===== config.mk =====
export PLATFORM = sky130hd
export DESIGN_NAME = lcd_read_ctrl
export DESIGN_NICKNAME = d
export VERILOG_FILES = /design/src/rtl/lcd_read_ctrl.sv
export SDC_FILE = /design/constraint.sdc
export NUM_CORES = 1
export LEC_CHECK = 0
export ABC_CLOCK_PERIOD_IN_PS = 4200
export BUFFER_PORTS_ARGS = -buffer_cell sky130_fd_sc_hd__buf_2
export CORE_UTILIZATION = 45
export DETAILED_ROUTE_END_ITERATION = 6
export GPL_ROUTABILITY_DRIVEN = 0
export PLACE_DENSITY = 0.68
export SLEW_MARGIN = 10
export SYNTH_ARGS = -nofsm -noshare
export SYNTH_HDL_FRONTEND = slang
export SYNTH_SLANG_ARGS = --single-unit

===== constraint.sdc =====
create_clock -name CLK_50M -period 4.2 [get_ports CLK_50M]
set_clock_uncertainty 0.05 [all_clocks]
set_input_delay 0.63 -clock CLK_50M [delete_from_list [all_inputs] [get_ports CLK_50M]]
set_output_delay 0.63 -clock CLK_50M [all_outputs]
set_load 0.02 [all_outputs]

===== src/rtl/lcd_read_ctrl.sv =====
// -----------------------------------------------------------------------------
// lcd_read_ctrl
// Read-cycle engine for an HD44780-style 16x2 character LCD. It issues RW=1
// bus cycles that return either the busy flag / address counter (RS=0) or a
// DDRAM/CGRAM data byte (RS=1). In optional busy-poll mode it repeats status
// reads until BF=0, or gives up after MAX_POLLS pulses.
//
// Ports
//   CLK_50M      system clock, 50 MHz
//   rst_n        asynchronous active-low reset
//   req          start request, sampled in IDLE only
//   rs_sel       0 = status read, 1 = data read (captured with req)
//   poll         repeat status reads until BF=0 (captured with req, ignored for data reads)
//   LCD_DATA_IN  panel data bus as seen by the pad
//   LCD_RS       register select to panel
//   LCD_RW       1 = read
//   LCD_EN       enable strobe
//   rd_active    high while this block owns the bus (arbiter releases LCD_DATA)
//   ready        high in IDLE only
//   done         one-cycle completion pulse
//   rd_data      last sampled byte
//   busy_flag    bit 7 of the last status read
//   addr_cnt     bits 6:0 of the last status read
//   poll_count   EN pulses issued by the last operation (saturating)
//   timeout      poll gave up with BF still set; held until the next req
//
// state   | meaning
// --------+---------------------------------------------------------------
// S_IDLE  | waiting for req, ready=1
// S_SETUP | RS/RW stable, EN low, T_AS clocks of address setup
// S_EN_HI | EN high for T_PW clocks, bus sampled on the last one
// S_HOLD  | EN low for T_H clocks, then re-poll or finish
// S_DONE  | single-cycle done pulse, bus handed back
// -----------------------------------------------------------------------------
module lcd_read_ctrl #(
  parameter int T_AS      = 3,
  parameter int T_PW      = 25,
  parameter int T_H       = 25,
  parameter int MAX_POLLS = 2000,
  parameter int POLL_W    = 12
) (
  input  logic              CLK_50M,
  input  logic              rst_n,
  input  logic              req,
  input  logic              rs_sel,
  input  logic              poll,
  input  logic [7:0]        LCD_DATA_IN,
  output logic              LCD_RS,
  output logic              LCD_RW,
  output logic              LCD_EN,
  output logic              rd_active,
  output logic              ready,
  output logic              done,
  output logic [7:0]        rd_data,
  output logic              busy_flag,
  output logic [6:0]        addr_cnt,
  output logic [POLL_W-1:0] poll_count,
  output logic              timeout
);

  localparam int CNT_MAX = (T_AS > T_PW) ? ((T_AS > T_H) ? T_AS : T_H)
                                         : ((T_PW > T_H) ? T_PW : T_H);
  localparam int CNT_W   = $clog2(CNT_MAX + 1);

  localparam logic [CNT_W-1:0]  LD_AS   = CNT_W'(T_AS - 1);
  localparam logic [CNT_W-1:0]  LD_PW   = CNT_W'(T_PW - 1);
  localparam logic [CNT_W-1:0]  LD_H    = CNT_W'(T_H - 1);
  localparam logic [POLL_W-1:0] POLL_LIM = POLL_W'(MAX_POLLS);

  typedef enum logic [2:0] {
    S_IDLE,
    S_SETUP,
    S_EN_HI,
    S_HOLD,
    S_DONE
  } state_t;

  state_t              state_q, state_d;
  logic [CNT_W-1:0]    cnt_q, cnt_d;
  logic                rs_sel_q, rs_sel_d;
  logic                poll_q, poll_d;
  logic [7:0]          rd_data_q, rd_data_d;
  logic                busy_flag_q, busy_flag_d;
  logic [6:0]          addr_cnt_q, addr_cnt_d;
  logic [POLL_W-1:0]   poll_count_q, poll_count_d;
  logic                timeout_q, timeout_d;

  logic                lcd_rs_q, lcd_rs_d;
  logic                lcd_rw_q, lcd_rw_d;
  logic                lcd_en_q, lcd_en_d;
  logic                rd_active_q, rd_active_d;
  logic                ready_q, ready_d;
  logic                done_q, done_d;

  always_comb begin
    state_d      = state_q;
    cnt_d        = cnt_q;
    rs_sel_d     = rs_sel_q;
    poll_d       = poll_q;
    rd_data_d    = rd_data_q;
    busy_flag_d  = busy_flag_q;
    addr_cnt_d   = addr_cnt_q;
    poll_count_d = poll_count_q;
    timeout_d    = timeout_q;

    case (state_q)
      S_IDLE: begin
        if (req) begin
          rs_sel_d     = rs_sel;
          poll_d       = poll;
          poll_count_d = '0;
          timeout_d    = 1'b0;
          cnt_d        = LD_AS;
          state_d      = S_SETUP;
        end
      end

      S_SETUP: begin
        if (cnt_q == '0) begin
          cnt_d   = LD_PW;
          state_d = S_EN_HI;
          if (poll_count_q != POLL_LIM) begin
            poll_count_d = poll_count_q + POLL_W'(1);
          end
        end else begin
          cnt_d = cnt_q - CNT_W'(1);
        end
      end

      S_EN_HI: begin
        if (cnt_q == '0) begin
          rd_data_d = LCD_DATA_IN;
          // Only a status read refreshes BF/AC; data reads leave them intact.
          if (!rs_sel_q) begin
            busy_flag_d = LCD_DATA_IN[7];
            addr_cnt_d  = LCD_DATA_IN[6:0];
          end
          cnt_d   = LD_H;
          state_d = S_HOLD;
        end else begin
          cnt_d = cnt_q - CNT_W'(1);
        end
      end

      S_HOLD: begin
        if (cnt_q == '0) begin
          cnt_d = '0;
          if (poll_q && !rs_sel_q && busy_flag_q) begin
            if (poll_count_q < POLL_LIM) begin
              cnt_d   = LD_AS;
              state_d = S_SETUP;
            end else begin
              timeout_d = 1'b1;
              state_d   = S_DONE;
            end
          end else begin
            state_d = S_DONE;
          end
        end else begin
          cnt_d = cnt_q - CNT_W'(1);
        end
      end

      S_DONE: begin
        state_d = S_IDLE;
      end

      default: begin
        state_d = S_IDLE;
      end
    endcase

    // Bus outputs are decoded from the next state so they are registered
    // and line up exactly with the state they describe.
    lcd_rw_d    = (state_d == S_SETUP) || (state_d == S_EN_HI) || (state_d == S_HOLD);
    lcd_rs_d    = lcd_rw_d && rs_sel_d;
    lcd_en_d    = (state_d == S_EN_HI);
    rd_active_d = lcd_rw_d;
    ready_d     = (state_d == S_IDLE);
    done_d      = (state_d == S_DONE);
  end

  always_ff @(posedge CLK_50M or negedge rst_n) begin
    if (!rst_n) begin
      state_q      <= S_IDLE;
      cnt_q        <= '0;
      rs_sel_q     <= 1'b0;
      poll_q       <= 1'b0;
      rd_data_q    <= '0;
      busy_flag_q  <= 1'b0;
      addr_cnt_q   <= '0;
      poll_count_q <= '0;
      timeout_q    <= 1'b0;
      lcd_rs_q     <= 1'b0;
      lcd_rw_q     <= 1'b0;
      lcd_en_q     <= 1'b0;
      rd_active_q  <= 1'b0;
      ready_q      <= 1'b1;
      done_q       <= 1'b0;
    end else begin
      state_q      <= state_d;
      cnt_q        <= cnt_d;
      rs_sel_q     <= rs_sel_d;
      poll_q       <= poll_d;
      rd_data_q    <= rd_data_d;
      busy_flag_q  <= busy_flag_d;
      addr_cnt_q   <= addr_cnt_d;
      poll_count_q <= poll_count_d;
      timeout_q    <= timeout_d;
      lcd_rs_q     <= lcd_rs_d;
      lcd_rw_q     <= lcd_rw_d;
      lcd_en_q     <= lcd_en_d;
      rd_active_q  <= rd_active_d;
      ready_q      <= ready_d;
      done_q       <= done_d;
    end
  end

  assign LCD_RS     = lcd_rs_q;
  assign LCD_RW     = lcd_rw_q;
  assign LCD_EN     = lcd_en_q;
  assign rd_active  = rd_active_q;
  assign ready      = ready_q;
  assign done       = done_q;
  assign rd_data    = rd_data_q;
  assign busy_flag  = busy_flag_q;
  assign addr_cnt   = addr_cnt_q;
  assign poll_count = poll_count_q;
  assign timeout    = timeout_q;

endmodule


**Word level (Yosys, flattened, before mapping)**

Cells that the tools add are included.

- Register bits after elaboration: 44
- Input bits: 13
- Output and inout bits: 35
- Word-level logic and storage cells: 75

- Add/subtract/negate cells: 2
- $lt $le $gt $ge: 1
- Equality and inequality tests: 14
- Mux-type cells: 24
- Bitwise logic cells: 1
- Reduce and logical (&&, ||, !) cells: 19

Operator list:

| cell | number |
|---|---|
| 2-to-1 mux 12 bit | 3 |
| one-hot mux 12 bit (2 select lines) | 1 |
| 2-to-1 mux 3 bit | 6 |
| 2-to-1 mux 5 bit | 3 |
| one-hot mux 5 bit (3 select lines) | 1 |
| adder 12 x 1 -> 12 bit (second input constant) | 1 |
| equality test 3 x 2 -> 1 bit (second input constant) | 4 |
| < comparator 12 x 11 -> 1 bit (second input constant) | 1 |
| != test 12 x 11 -> 1 bit (second input constant) | 1 |
| != test 2 bit (second input constant) | 6 |
| one-hot mux 3 bit (4 select lines) | 1 |
| equality test 3 x 1 -> 1 bit (second input constant) | 2 |
| logical NOT 3 bit | 2 |
| 2-to-1 mux 1 bit | 6 |
| AND reduction 2 bit | 3 |
| logical NOT 5 bit | 1 |
| AND reduction 5 bit | 1 |
| subtractor 5 x 1 -> 5 bit (second input constant) | 1 |
| 2-to-1 mux 2 bit | 2 |
| AND reduction 4 bit | 1 |
| nonzero test 2 bit | 2 |
| equality test 3 bit (second input constant) | 1 |
| logical AND 1 bit | 3 |
| AND reduction 3 bit | 1 |
| 6 further kinds | 7 |

**Longest topological paths before layout**

Gate-level depths: netlist (run 1).

- Depth in word-level cells: 10
- Depth in mapped cells: 8
- Depth with buffers taken out: 7

**Worst setup path after synthesis (run 1)**

OpenSTA, ideal clock, no wires.

- Path type: flip-flop to flip-flop
- From: reg poll_count_q[0] (netlist: poll_count[0])
- To: reg poll_count_q[11] (netlist: poll_count[11])
- Data arrival time: 1810 ps
- Required time: 4030 ps
- Slack: 2220 ps
- Cell stages (with the launch flop): 9
- Clock period less this slack: 1980 ps
- Cell sequence: dfrtp_1 -> inv_1 -> ha_1 -> nor4b_1 -> and4_1 -> buf_2 -> nor3_4 -> a31oi_1 -> a41o_1

- Word-level cells in the longest chain between the ends: 4
- Elaborated cells between the ends (all ways): 7

Ends and longest elaborated chain:

| element | line | RTL |
|---|---|---|
| start, declared | 85 | `logic [POLL_W-1:0] poll_count_q, poll_count_d;` |
| start signal, assigned | 208 | `poll_count_q <= poll_count_d;` |
| adder 12 x 1 -> 12 bit | 123 | `poll_count_d = poll_count_q + POLL_W'(1);` |
| 2-to-1 mux 12 bit | 122 | `if (poll_count_q != POLL_LIM) begin` |
| 2-to-1 mux 12 bit | 119 | `if (cnt_q == '0) begin` |
| one-hot mux 12 bit (2 select lines) | 106 | `case (state_q)` |

Parallel ways exist; a longest one is shown, timed or not. The select of a mux whose other input is x is not followed.
A chain may end at the register's enable or synchronous reset.

**Worst setup path in the final report (run 1)**

- From: reg cnt_q[0]
- To: reg addr_cnt_q[2] (netlist: addr_cnt[2])

- Word-level cells in the longest chain between the ends: 2

Ends and longest elaborated chain:

| element | line | RTL |
|---|---|---|
| start, declared | 79 | `logic [CNT_W-1:0] cnt_q, cnt_d;` |
| start signal, assigned | 202 | `cnt_q <= cnt_d;` |
| logical NOT 5 bit | 131 | `if (cnt_q == '0) begin` |
| AND reduction 3 bit (no source line) | n/a |  |
| end signal, assigned | 207 | `addr_cnt_q <= addr_cnt_d;` |
| end, declared | 84 | `logic [6:0] addr_cnt_q, addr_cnt_d;` |

No other way between the ends.

==> flow_summary.rst, run 1 <==
.. list-table::
   :header-rows: 1

   * - Metric
     - Value
   * - Simple-gate area share of the yosys netlist
     - 22.0%
   * - Number of vias per cell
     - 5.35
   * - Net switching component of the power
     - 0.605 mW
   * - Met3 wire length
     - 177 um
   * - Insertion delay of the later-clocked pin in the worst-skew pair
     - 0.29 ns
   * - DR WL met2
     - 1.91 mm
   * - Layout Cell Area excl Fill
     - 2530 um^2
   * - Slew Limit Headroom
     - 34.5%
   * - Commonest cells after routing, fill and taps aside
     - sky130_fd_sc_hd__buf_2 (47), sky130_fd_sc_hd__dfrtp_1 (43), sky130_fd_sc_hd__nor2_1 (20), sky130_fd_sc_hd__nand2_1 (20)
   * - Primary FF master, synth
     - sky130_fd_sc_hd__dfrtp_1
   * - Total clock buffers created by CTS
     - 5
   * - Post-route ant nets
     - 0
   * - Post-Syn Nets
     - 210
   * - Setup Crit Path Kind
     - flip-flop to flip-flop
   * - Wire length on met1
     - 2.04 mm
   * - Biggest fanout along the worst timing path
     - 12
   * - Number of instances in the synthesized netlist
     - 193
   * - Root buf cell
     - sky130_fd_sc_hd__clkbuf_8
   * - Logic depth of the worst register-to-register path
     - 6
   * - Final worst path period share
     - 60.5%
   * - Yosys reg bits
     - 44
   * - Capturing point of the worst reg2reg path
     - addr_cnt[2]
   * - Share of synthesized area occupied by flip-flops and latches
     - 51.3%
   * - Part of the power in registers
     - 41.8%
   * - Starting utilization of the core area
     - 48.0%
   * - Minimum setup slack among reg-to-reg paths
     - 1.66 ns
   * - Commonest non-fill, non-tap cell in the layout
     - sky130_fd_sc_hd__buf_2
   * - Initial antenna violation count
     - 0
   * - Cell type group with the largest total delay on the critical path
     - simple AND/OR/NAND/NOR gates
   * - Largest net degree at the start of global routing
     - 45
   * - Crit end category
     - flip-flop
   * - Number of enable-type register cells in the synthesized netlist
     - 0
   * - Share of synthesized cell area in full adder, half adder and majority cells
     - 2.33%
   * - Worst hold path type
     - input pin to async pin
   * - Fmax
     - 0.394 GHz
   * - Total negative slack
     - 0 ns
   * - Total of max-cap violations
     - 0
   * - Cell-internal power
     - 1.05 mW
   * - Detail-routed net length per standard cell
     - 14.4 um
   * - Iteration-0 DRC Markers
     - 91
   * - Power Density
     - 653 nW/um^2
   * - Number of unique standard cell types used by synthesis
     - 45
   * - XOR/XNOR share of the synthesized area
     - 2.45%
   * - Y dimension of the die
     - 71.1 um
   * - Worst-margin pin slew
     - 0.982 ns
   * - Highest metal layer with signal wires
     - met4
   * - Count of antenna diodes in the layout
     - 0
   * - Per-instance average area after synthesis
     - 11.1 um^2
   * - Detailed-routing iteration count for the pre-antenna-repair pass
     - 6
   * - CTS Hold Buffers Added
     - 0
   * - Post-Synthesis Cell Area
     - 2150 um^2
   * - Cell Area, Placed
     - 2400 um^2
   * - Port buffer count
     - 47
   * - Core Region
     - 4470 um^2
   * - Die Area
     - 5050 um^2
   * - Comb pwr share
     - 35.5%
   * - Share of flip-flops with an asynchronous set or reset after synthesis
     - 100%
   * - Bufs on Longest Clock Path
     - 2
   * - Worst reg2reg path startpoint
     - cnt_q[0]
   * - Switching power as a share of total power
     - 36.5%
   * - Total of fill cells in the finished design
     - 393
   * - Critical Path, Cell by Cell
     - inv_1 > ha_1 > nor4b_4 > nand3_4 > or2_1 > mux2_4
   * - Count of instances resized after the clock tree is built
     - 0
   * - Fin crit period
     - 2.54 ns
   * - Run status
     - completed
   * - Post-layout nets
     - 256
   * - Half-perimeter wire length of the detailed placement result
     - 2.96 mm
   * - Largest family of logic cells by synthesized area
     - simple AND/OR/NAND/NOR gates
   * - RSZ-0062 raised after global routing
     - false
   * - Final wirelength
     - 4.20 mm
   * - Worst Path Arrival
     - 2.67 ns
   * - Mux contribution to synthesized area
     - 10.3%
   * - Clock-pin slew of the registers on the worst-case setup and hold paths
     - 0.08 ns
   * - Via count
     - 1561
   * - Slowest stage cell, crit path
     - sky130_fd_sc_hd__nor4b_4
   * - CTS H-tree lvls
     - 2
   * - Chip width
     - 71.1 um
   * - Ys Warns
     - 0
   * - Fraction of final layout cells sized beyond drive strength 1
     - 34.2%
   * - Boundary pin count
     - 48
   * - Critical Path Source Type
     - flip-flop
   * - Setup fix buffers added after clock tree synthesis
     - 0
   * - Required time of the critical path
     - 4.33 ns
   * - Std cell rows
     - 24
   * - Final max-slew violation count
     - 0
   * - VDD IR max
     - 0.000297 V
   * - Global-route wire length before repair
     - 7.17 mm
   * - DRC errors left
     - 0
   * - Number of hold violations in the final report
     - 0
   * - Share of total power in the clock network
     - 22.7%
   * - Static leakage
     - 1.22 nW
   * - Number of buffers and inverters on the critical path
     - 1
   * - Synth-to-Final Area Change
     - 18.0%
   * - Longest individual stage delay on the worst path
     - 0.57 ns
   * - Number of global-route vias before repair
     - 1515
   * - Final-report setup violation count
     - 0
   * - Global-route congestion overflow total
     - 0
   * - Area occupied by multi-input gates
     - 977 um^2
   * - Compound-cell area share of the yosys netlist
     - 8.50%
   * - Total clock sinks
     - 44
   * - Area taken by flip-flops and latches
     - 1100 um^2
   * - GRT Util Overall
     - 18.6%
   * - CTS tree
     - built
## worst reg2reg max path, cell delays in order, from the launching register on
cell,delay (ns)
sky130_fd_sc_hd__dfrtp_1,0.41
sky130_fd_sc_hd__inv_1,0.11
sky130_fd_sc_hd__ha_1,0.16
sky130_fd_sc_hd__nor4b_4,0.57
sky130_fd_sc_hd__nand3_4,0.27
sky130_fd_sc_hd__or2_1,0.49
sky130_fd_sc_hd__mux2_4,0.37
## stage by stage
| step | total power [mW] | hold slack (ns) | utilization, % | setup slack [ns] | std cells |
|---|---|---|---|---|---|
| after CTS | 1.67 | 0.443 | 56.7 | 1.65 | 292 |
| after detailed placement | 1.29 | 0.419 | 53.7 | 1.66 | 284 |
| final | 1.66 | 0.435 | 56.7 | 1.66 | 292 |
| after global routing | 1.77 | 0.469 | 56.7 | 1.49 | 292 |
| after global placement | 1.27 | 0.418 | 53.7 | 1.66 | 284 |
| after floorplan | 1.11 | 0.284 | - | 2.22 | 193 |
## per-layer routing
| metal | global-route usage [%] | vias up |
|---|---|---|
| li1 | - | 772 |
| met1 | 24.6 | 747 |
| met2 | 29.0 | 34 |
| met3 | 5.41 | 8 |
| met4 | 7.11 | 0 |
| met5 | 0 | - |
## state kept, by name, indices dropped and copies added (netlist names)
register    flops
rd_data         8
poll_q          1
LCD_RS          1
rs_sel_q        1
rd_active       1
done            1
cnt_q           5
ready           1
LCD_EN          1
busy_flag       1
addr_cnt        7
poll_count     12
timeout         1
state_q         3
## synth_stat cells (all sizes together), types with 2 or more instances
cell | count | share of area [%]
and4 | 3 | 1.2
o21ai | 9 | 2.1
and2 | 2 | 0.58
nor2b | 2 | 0.58
ha | 4 | 2.3
mux2 | 16 | 9.8
nand3 | 4 | 1.5
xnor2 | 6 | 2.4
nand4 | 2 | 0.58
nor3b | 2 | 0.93
nor2 | 20 | 3.5
nand2 | 20 | 3.5
or2 | 4 | 1.2
nor4 | 5 | 1.5
nor3 | 7 | 2.2
nor4b | 4 | 3.3
clkbuf | 2 | 0.35
inv | 6 | 1.0
o21a | 2 | 0.70
a31o | 2 | 0.82
dfrtp | 43 | 50
buf | 6 | 1.8
a21oi | 10 | 2.5
## final cells by class
class                      instances  share of cell area, %
tap                               52                   2.57
sequential                        44                   43.5
clock buffer                       6                   2.86
multi-input combinational        135                   38.5
clock inverter                     2                   2.37
timing repair buffer              47                   9.28
inverter                           6                  0.888
## cells by family after synthesis
group | after synthesis
buf+inv | 14
flops | 44
xor+xnor | 6
mux | 17
compound gates | 29
fa+ha+maj | 4
simple gates | 79
## worst max-delay path by stage
stage / from / to / slack [ns] / depth (start not counted)
5_1_grt: cnt_q[0] / addr_cnt[2] / 1.49 / 6
2_1_floorplan: poll_count[0] / poll_count[11] / 2.22 / 8
6_report: cnt_q[0] / addr_cnt[2] / 1.66 / 6
4_1_cts: cnt_q[0] / addr_cnt[2] / 1.65 / 6
3_3_place_gp: cnt_q[0] / addr_cnt[0] / 1.66 / 6
3_5_place_dp: cnt_q[0] / addr_cnt[2] / 1.66 / 6
## power groups by stage
stage	clock network (mW)	logic (mW)	registers, mW
3_5_place_dp	0	0.590	0.698
2_1_floorplan	0	0.325	0.786
3_3_place_gp	0	0.580	0.695
5_1_grt	0.406	0.651	0.710
4_1_cts	0.387	0.593	0.690
6_report	0.376	0.587	0.692
Note: power is estimated with default switching activity, not from simulation.
==> run 2: changes to the inputs <==
--- a/config.mk
+++ b/config.mk
@@ -5,12 +5,12 @@
 export SDC_FILE = /design/constraint.sdc
 export NUM_CORES = 1
 export LEC_CHECK = 0
-export ABC_CLOCK_PERIOD_IN_PS = 4200
+export ABC_CLOCK_PERIOD_IN_PS = 2240
 export BUFFER_PORTS_ARGS = -buffer_cell sky130_fd_sc_hd__buf_2
 export CORE_UTILIZATION = 45
 export DETAILED_ROUTE_END_ITERATION = 6
 export GPL_ROUTABILITY_DRIVEN = 0
-export PLACE_DENSITY = 0.68
+export PLACE_DENSITY = 0.71
 export SLEW_MARGIN = 10
 export SYNTH_ARGS = -nofsm -noshare
 export SYNTH_HDL_FRONTEND = slang
==> constraint.sdc (replaced) <==
create_clock -name CLK_50M -period 2.24 [get_ports CLK_50M]
set_clock_uncertainty 0.05 [all_clocks]
set_input_delay 0.336 -clock CLK_50M [delete_from_list [all_inputs] [get_ports CLK_50M]]
set_output_delay 0.336 -clock CLK_50M [all_outputs]
set_load 0.02 [all_outputs]
==> flow_summary.rst, run 2 (synthesis results as in run 1) <==
.. list-table::
   :header-rows: 1

   * - Metric
     - Value
   * - Bufs on Longest Clock Path
     - 2
   * - CTS H-tree lvls
     - 2
   * - Global-route congestion overflow total
     - 0
   * - Max reg flops
     - 12
   * - Worst-margin pin slew
     - 0.547 ns
   * - Biggest fanout along the worst timing path
     - 8
   * - Number of global-route vias before repair
     - 1516
   * - Detail-routed net length per standard cell
     - 14.1 um
   * - VDD IR max
     - 0.000545 V
   * - Global-route wire length before repair
     - 7.18 mm
   * - Chip width
     - 71.1 um
   * - GRT Util Overall
     - 18.1%
   * - Final hold slack
     - 0.0605 ns
   * - Final wirelength
     - 4.19 mm
   * - Initial antenna violation count
     - 0
   * - Core Region
     - 4470 um^2
   * - Critical Path Source Type
     - flip-flop
   * - Die Area
     - 5050 um^2
   * - Crit end category
     - flip-flop
   * - Setup fix buffers added after clock tree synthesis
     - 0
   * - Total negative slack
     - 0 ns
   * - Fraction of final layout cells sized beyond drive strength 1
     - 36.2%
   * - Synth-to-Final Area Change
     - 18.4%
   * - Final max-slew violation count
     - 0
   * - Insertion delay of the later-clocked pin in the worst-skew pair
     - 0.29 ns
   * - Setup Crit Path Kind
     - flip-flop to flip-flop
   * - Half-perimeter wire length of the detailed placement result
     - 3.07 mm
   * - Y dimension of the die
     - 71.1 um
   * - Boundary pin count
     - 48
   * - Number of vias per cell
     - 5.44
   * - Critical Path, Cell by Cell
     - inv_1 > ha_1 > nor4b_4 > nand3_4 > or2_1 > mux2_4
   * - Worst Path Arrival
     - 2.16 ns
   * - Starting utilization of the core area
     - 48.0%
   * - CTS Hold Buffers Added
     - 0
   * - Cell type group with the largest total delay on the critical path
     - simple AND/OR/NAND/NOR gates
   * - Longest individual stage delay on the worst path
     - 0.41 ns
   * - Clock-pin slew of the registers on the worst-case setup and hold paths
     - 0.08 ns
   * - Number of buffers and inverters on the critical path
     - 1
   * - Number of hold violations in the final report
     - 0
   * - Run status
     - finished, violations left
   * - Fin crit period
     - 2.03 ns
   * - DRC errors left
     - 2
   * - Root buf cell
     - sky130_fd_sc_hd__clkbuf_8
   * - Static leakage
     - 1.23 nW
   * - Iteration-0 DRC Markers
     - 114
   * - Total clock sinks
     - 44
   * - Count of antenna diodes in the layout
     - 0
   * - Violations in the final reports
     - design-rule violations
   * - Port buffer count
     - 47
   * - Final worst path period share
     - 90.5%
   * - Slew Limit Headroom
     - 63.6%
   * - Layout Cell Area excl Fill
     - 2540 um^2
   * - Commonest non-fill, non-tap cell in the layout
     - sky130_fd_sc_hd__buf_2
   * - Detailed-routing iteration count for the pre-antenna-repair pass
     - 6
   * - Total of max-cap violations
     - 0
   * - CTS tree
     - built
   * - Via count
     - 1622
   * - Required time of the critical path
     - 2.37 ns
   * - Largest net degree at the start of global routing
     - 45
   * - Slowest stage cell, crit path
     - sky130_fd_sc_hd__dfrtp_1
   * - Final-report setup violation count
     - 0
   * - Power Density
     - 1160 nW/um^2
   * - Count of instances resized after the clock tree is built
     - 0
   * - Total clock buffers created by CTS
     - 5
   * - Final Util
     - 56.9%
   * - Commonest cells after routing, fill and taps aside
     - sky130_fd_sc_hd__buf_2 (47), sky130_fd_sc_hd__dfrtp_1 (43), sky130_fd_sc_hd__nand2_1 (20)
   * - Std cell rows
     - 24
   * - Worst hold path type
     - input pin to async pin
   * - Post-layout nets
     - 262
   * - RSZ-0062 raised after global routing
     - false
   * - Post-route ant nets
     - 0
   * - Fmax
     - 0.493 GHz
   * - Cell Area, Placed
     - 2450 um^2
==> run 2: cell types whose count changed in the layout (fill, tap and decap cells not counted) <==
cell / before / now
sky130_fd_sc_hd__clkbuf_8: 5 / 6
sky130_fd_sc_hd__buf_4: 0 / 6
sky130_fd_sc_hd__bufinv_16: 2 / 0
sky130_fd_sc_hd__clkinvlp_4: 0 / 1
sky130_fd_sc_hd__nor2_2: 0 / 1
sky130_fd_sc_hd__nor2_1: 20 / 19
==> run 2: cell type report <==
class,count,area [um^2]
Sequential cell,44,1100
Multi-Input combinational cell,135,980
Timing Repair Buffer,53,280
Inverter,6,22.5
Clock inverter,1,7.51
Clock buffer,7,86.3
Fill cell,409,1930
Tap cell,52,65.1
==> run 2: final timing paths <==
| check | from | endpoint | slack (ns) | cells past startpoint |
|---|---|---|---|---|
| max | cnt_q[0] | addr_cnt[5] | 0.21 | 6 |
| min | rst_n | LCD_EN | 0.06 | 2 |
| max reg2reg | cnt_q[0] | addr_cnt[5] | 0.21 | 6 |
| min reg2reg | rd_data[3] | rd_data[3] | 0.46 | 1 |
| max in group asynchronous | rst_n | ready | 1.69 | 2 |
| min in group CLK_50M | poll | poll_q | 0.20 | 3 |
==> run 2: power by group <==
part	leakage, nW	total, mW	internal, mW	switching (mW)
Combinational	0.636	1.15	0.495	0.653
Sequential	0.546	1.29	1.06	0.231
Clock	0.0445	0.509	0.251	0.258
==> run 2: metal layers <==
metal	vias to the layer above	GRT usage [%]	wire length, um	share of wire [%]
met5	-	0	0	0
met4	0	5.33	40	0.95
met3	5	3.56	194	4.6
met2	39	28.0	1970	47
met1	794	26.1	1980	47
li1	784	-	-	-
==> run 2: through the flow <==
stage          power, mW  setup slack [ns]  cells
3_3_place_gp        2.42             0.232    290
5_1_grt             3.16            0.0189    298
3_5_place_dp        2.46             0.147    290
4_1_cts             2.98             0.122    298
6_report            2.94             0.212    298
2_1_floorplan       2.08             0.260    193
==> run 3: changes to the inputs <==
--- a/config.mk
+++ b/config.mk
@@ -11,6 +11,8 @@
 export DETAILED_ROUTE_END_ITERATION = 6
 export GPL_ROUTABILITY_DRIVEN = 0
 export PLACE_DENSITY = 0.71
+export RECOVER_POWER = 100
+export REMOVE_ABC_BUFFERS = 1
 export SLEW_MARGIN = 10
 export SYNTH_ARGS = -nofsm -noshare
 export SYNTH_HDL_FRONTEND = slang
==> flow_summary.rst, run 3 (synthesis results as in run 1) <==
.. list-table::
   :header-rows: 1

   * - Metric
     - Value
   * - Initial antenna violation count
     - 0
   * - Number of global-route vias before repair
     - 1498
   * - Root buf cell
     - sky130_fd_sc_hd__clkbuf_8
   * - Detail-routed net length per standard cell
     - 14.5 um
   * - Port buffer count
     - 47
   * - Via count
     - 1637
   * - Number of hold violations in the final report
     - 0
   * - Worst Path Arrival
     - 2.25 ns
   * - DRC errors left
     - 4
   * - Insertion delay of the later-clocked pin in the worst-skew pair
     - 0.30 ns
   * - Final worst path period share
     - 92.6%
   * - Core Region
     - 4470 um^2
   * - Y dimension of the die
     - 71.1 um
   * - Worst hold path type
     - input pin to flip-flop
   * - Detailed-routing iteration count for the pre-antenna-repair pass
     - 7
   * - VDD IR max
     - 0.000421 V
   * - Commonest non-fill, non-tap cell in the layout
     - sky130_fd_sc_hd__dfrtp_1
   * - Final wirelength
     - 4.34 mm
   * - Iteration-0 DRC Markers
     - 95
   * - Required time of the critical path
     - 2.41 ns
   * - Worst-margin pin slew
     - 1.08 ns
   * - Clock-pin slew of the registers on the worst-case setup and hold paths
     - 0.08 ns
   * - Total clock sinks
     - 44
   * - Post-layout nets
     - 264
   * - Count of instances resized after the clock tree is built
     - 0
   * - Global-route congestion overflow total
     - 0
   * - Std cell rows
     - 24
   * - Die Area
     - 5050 um^2
   * - Starting utilization of the core area
     - 48.0%
   * - Final hold slack
     - 0.178 ns
   * - Bufs on Longest Clock Path
     - 2
   * - Setup fix buffers added after clock tree synthesis
     - 0
   * - Crit end category
     - flip-flop
   * - Fin crit period
     - 2.07 ns
   * - Power Density
     - 1170 nW/um^2
   * - Half-perimeter wire length of the detailed placement result
     - 3.10 mm
   * - Total of fill cells in the finished design
     - 426
   * - Chip width
     - 71.1 um
   * - Total of max-cap violations
     - 0
   * - Final max-slew violation count
     - 0
   * - Final-report setup violation count
     - 0
   * - Violations in the final reports
     - design-rule violations
   * - Boundary pin count
     - 48
   * - Max reg flops
     - 12
   * - Setup Crit Path Kind
     - flip-flop to flip-flop
   * - Global-route wire length before repair
     - 7.18 mm
   * - CTS H-tree lvls
     - 2
   * - Total clock buffers created by CTS
     - 5
   * - Total negative slack
     - 0 ns
   * - GRT Util Overall
     - 18.5%
   * - Critical Path Source Type
     - flip-flop
   * - Largest net degree at the start of global routing
     - 45
   * - Fmax
     - 0.482 GHz
   * - Static leakage
     - 1.06 nW
   * - Run status
     - finished, violations left
   * - Count of antenna diodes in the layout
     - 0
   * - Biggest fanout along the worst timing path
     - 10
   * - Post-route ant nets
     - 0
   * - Commonest cells after routing, fill and taps aside
     - sky130_fd_sc_hd__dfrtp_1 (43), sky130_fd_sc_hd__clkbuf_1 (39), sky130_fd_sc_hd__nor2_1 (20), sky130_fd_sc_hd__nand2_1 (20), sky130_fd_sc_hd__buf_2 (12)
   * - RSZ-0062 raised after global routing
     - false
   * - CTS Hold Buffers Added
     - 0
   * - Number of vias per cell
     - 5.46
   * - Fraction of final layout cells sized beyond drive strength 1
     - 17.3%
   * - CTS tree
     - built
   * - Slew Limit Headroom
     - 27.7%
   * - Synth-to-Final Area Change
     - 14.6%
==> run 3: changes by cell type in the layout (fill, tap and decap cells not counted) <==
cell,before,now
sky130_fd_sc_hd__nor2_1,19,20
sky130_fd_sc_hd__and2_1,2,1
sky130_fd_sc_hd__mux2_4,8,0
sky130_fd_sc_hd__clkbuf_2,0,1
sky130_fd_sc_hd__buf_4,6,4
sky130_fd_sc_hd__mux2_1,0,8
sky130_fd_sc_hd__nor4b_2,1,0
sky130_fd_sc_hd__buf_2,47,12
sky130_fd_sc_hd__nor4b_1,1,2
sky130_fd_sc_hd__and2_0,0,1
sky130_fd_sc_hd__clkbuf_1,1,39
sky130_fd_sc_hd__nor2_2,1,0
==> run 3: power breakdown <==
part | leakage (nW) | internal [mW] | switching [mW]
Clock | 0.0445 | 0.251 | 0.268
Combinational | 0.473 | 0.407 | 0.671
Sequential | 0.546 | 1.06 | 0.218
Total | 1.06 | 1.71 | 1.16
==> run 3: through the flow <==
step / power, mW / instance area (um^2) / utilization [%] / std cells / setup slack (ns)
after floorplan: 2.06 / 2100 / - / 185 / 0.0846
after global placement: 2.44 / 2460 / 55.0 / 292 / 0.240
after detailed placement: 2.47 / 2460 / 55.0 / 292 / 0.196
after CTS: 3.00 / 2560 / 57.1 / 300 / 0.177
after global routing: 3.08 / 2460 / 55.0 / 300 / 0.0128
final: 2.87 / 2460 / 55.0 / 300 / 0.167
==> run 3: layer usage <==
layer  GRT usage [%]  share of wire [%]
met1            27.2                 49
met2            26.6                 44
met3            4.56                5.6
met4            6.67                1.5
met5               0                  0
==> run 3: final timing paths <==
| check | start | endpoint | slack, ns | depth (start not counted) |
|---|---|---|---|---|
| setup / recovery | cnt_q[1] | cnt_q[1] | 0.17 | 8 |
| hold / removal | poll | poll_q | 0.18 | 3 |
| setup reg to reg | cnt_q[1] | cnt_q[1] | 0.17 | 8 |
| hold reg to reg | poll_q | poll_q | 0.44 | 2 |
| max in group asynchronous | rst_n | cnt_q[3] | 1.22 | 2 |
| min in group asynchronous | rst_n | poll_count[2] | 0.26 | 2 |
==> run 3: cell type report <==
| cell class | instances | area (um^2) | area share [%] |
|---|---|---|---|
| Tap cell | 52 | 65.1 | 2.64 |
| Inverter | 6 | 22.5 | 0.915 |
| Timing Repair Buffer | 55 | 238 | 9.65 |
| Multi-Input combinational cell | 135 | 941 | 38.2 |
| Clock buffer | 7 | 86.3 | 3.51 |
| Sequential cell | 44 | 1100 | 44.8 |
| Clock inverter | 1 | 7.51 | 0.305 |
==> run 3: critical path, stage by stage, from the launching register on <==
cell and delay, ns:
sky130_fd_sc_hd__dfrtp_1 0.39, sky130_fd_sc_hd__inv_1 0.11, sky130_fd_sc_hd__ha_1 0.16, sky130_fd_sc_hd__nor4b_4 0.33, sky130_fd_sc_hd__buf_4 0.24, sky130_fd_sc_hd__nand3_1 0.19, sky130_fd_sc_hd__nor2_1 0.27, sky130_fd_sc_hd__a21oi_1 0.12
sky130_fd_sc_hd__a21oi_1 0.14
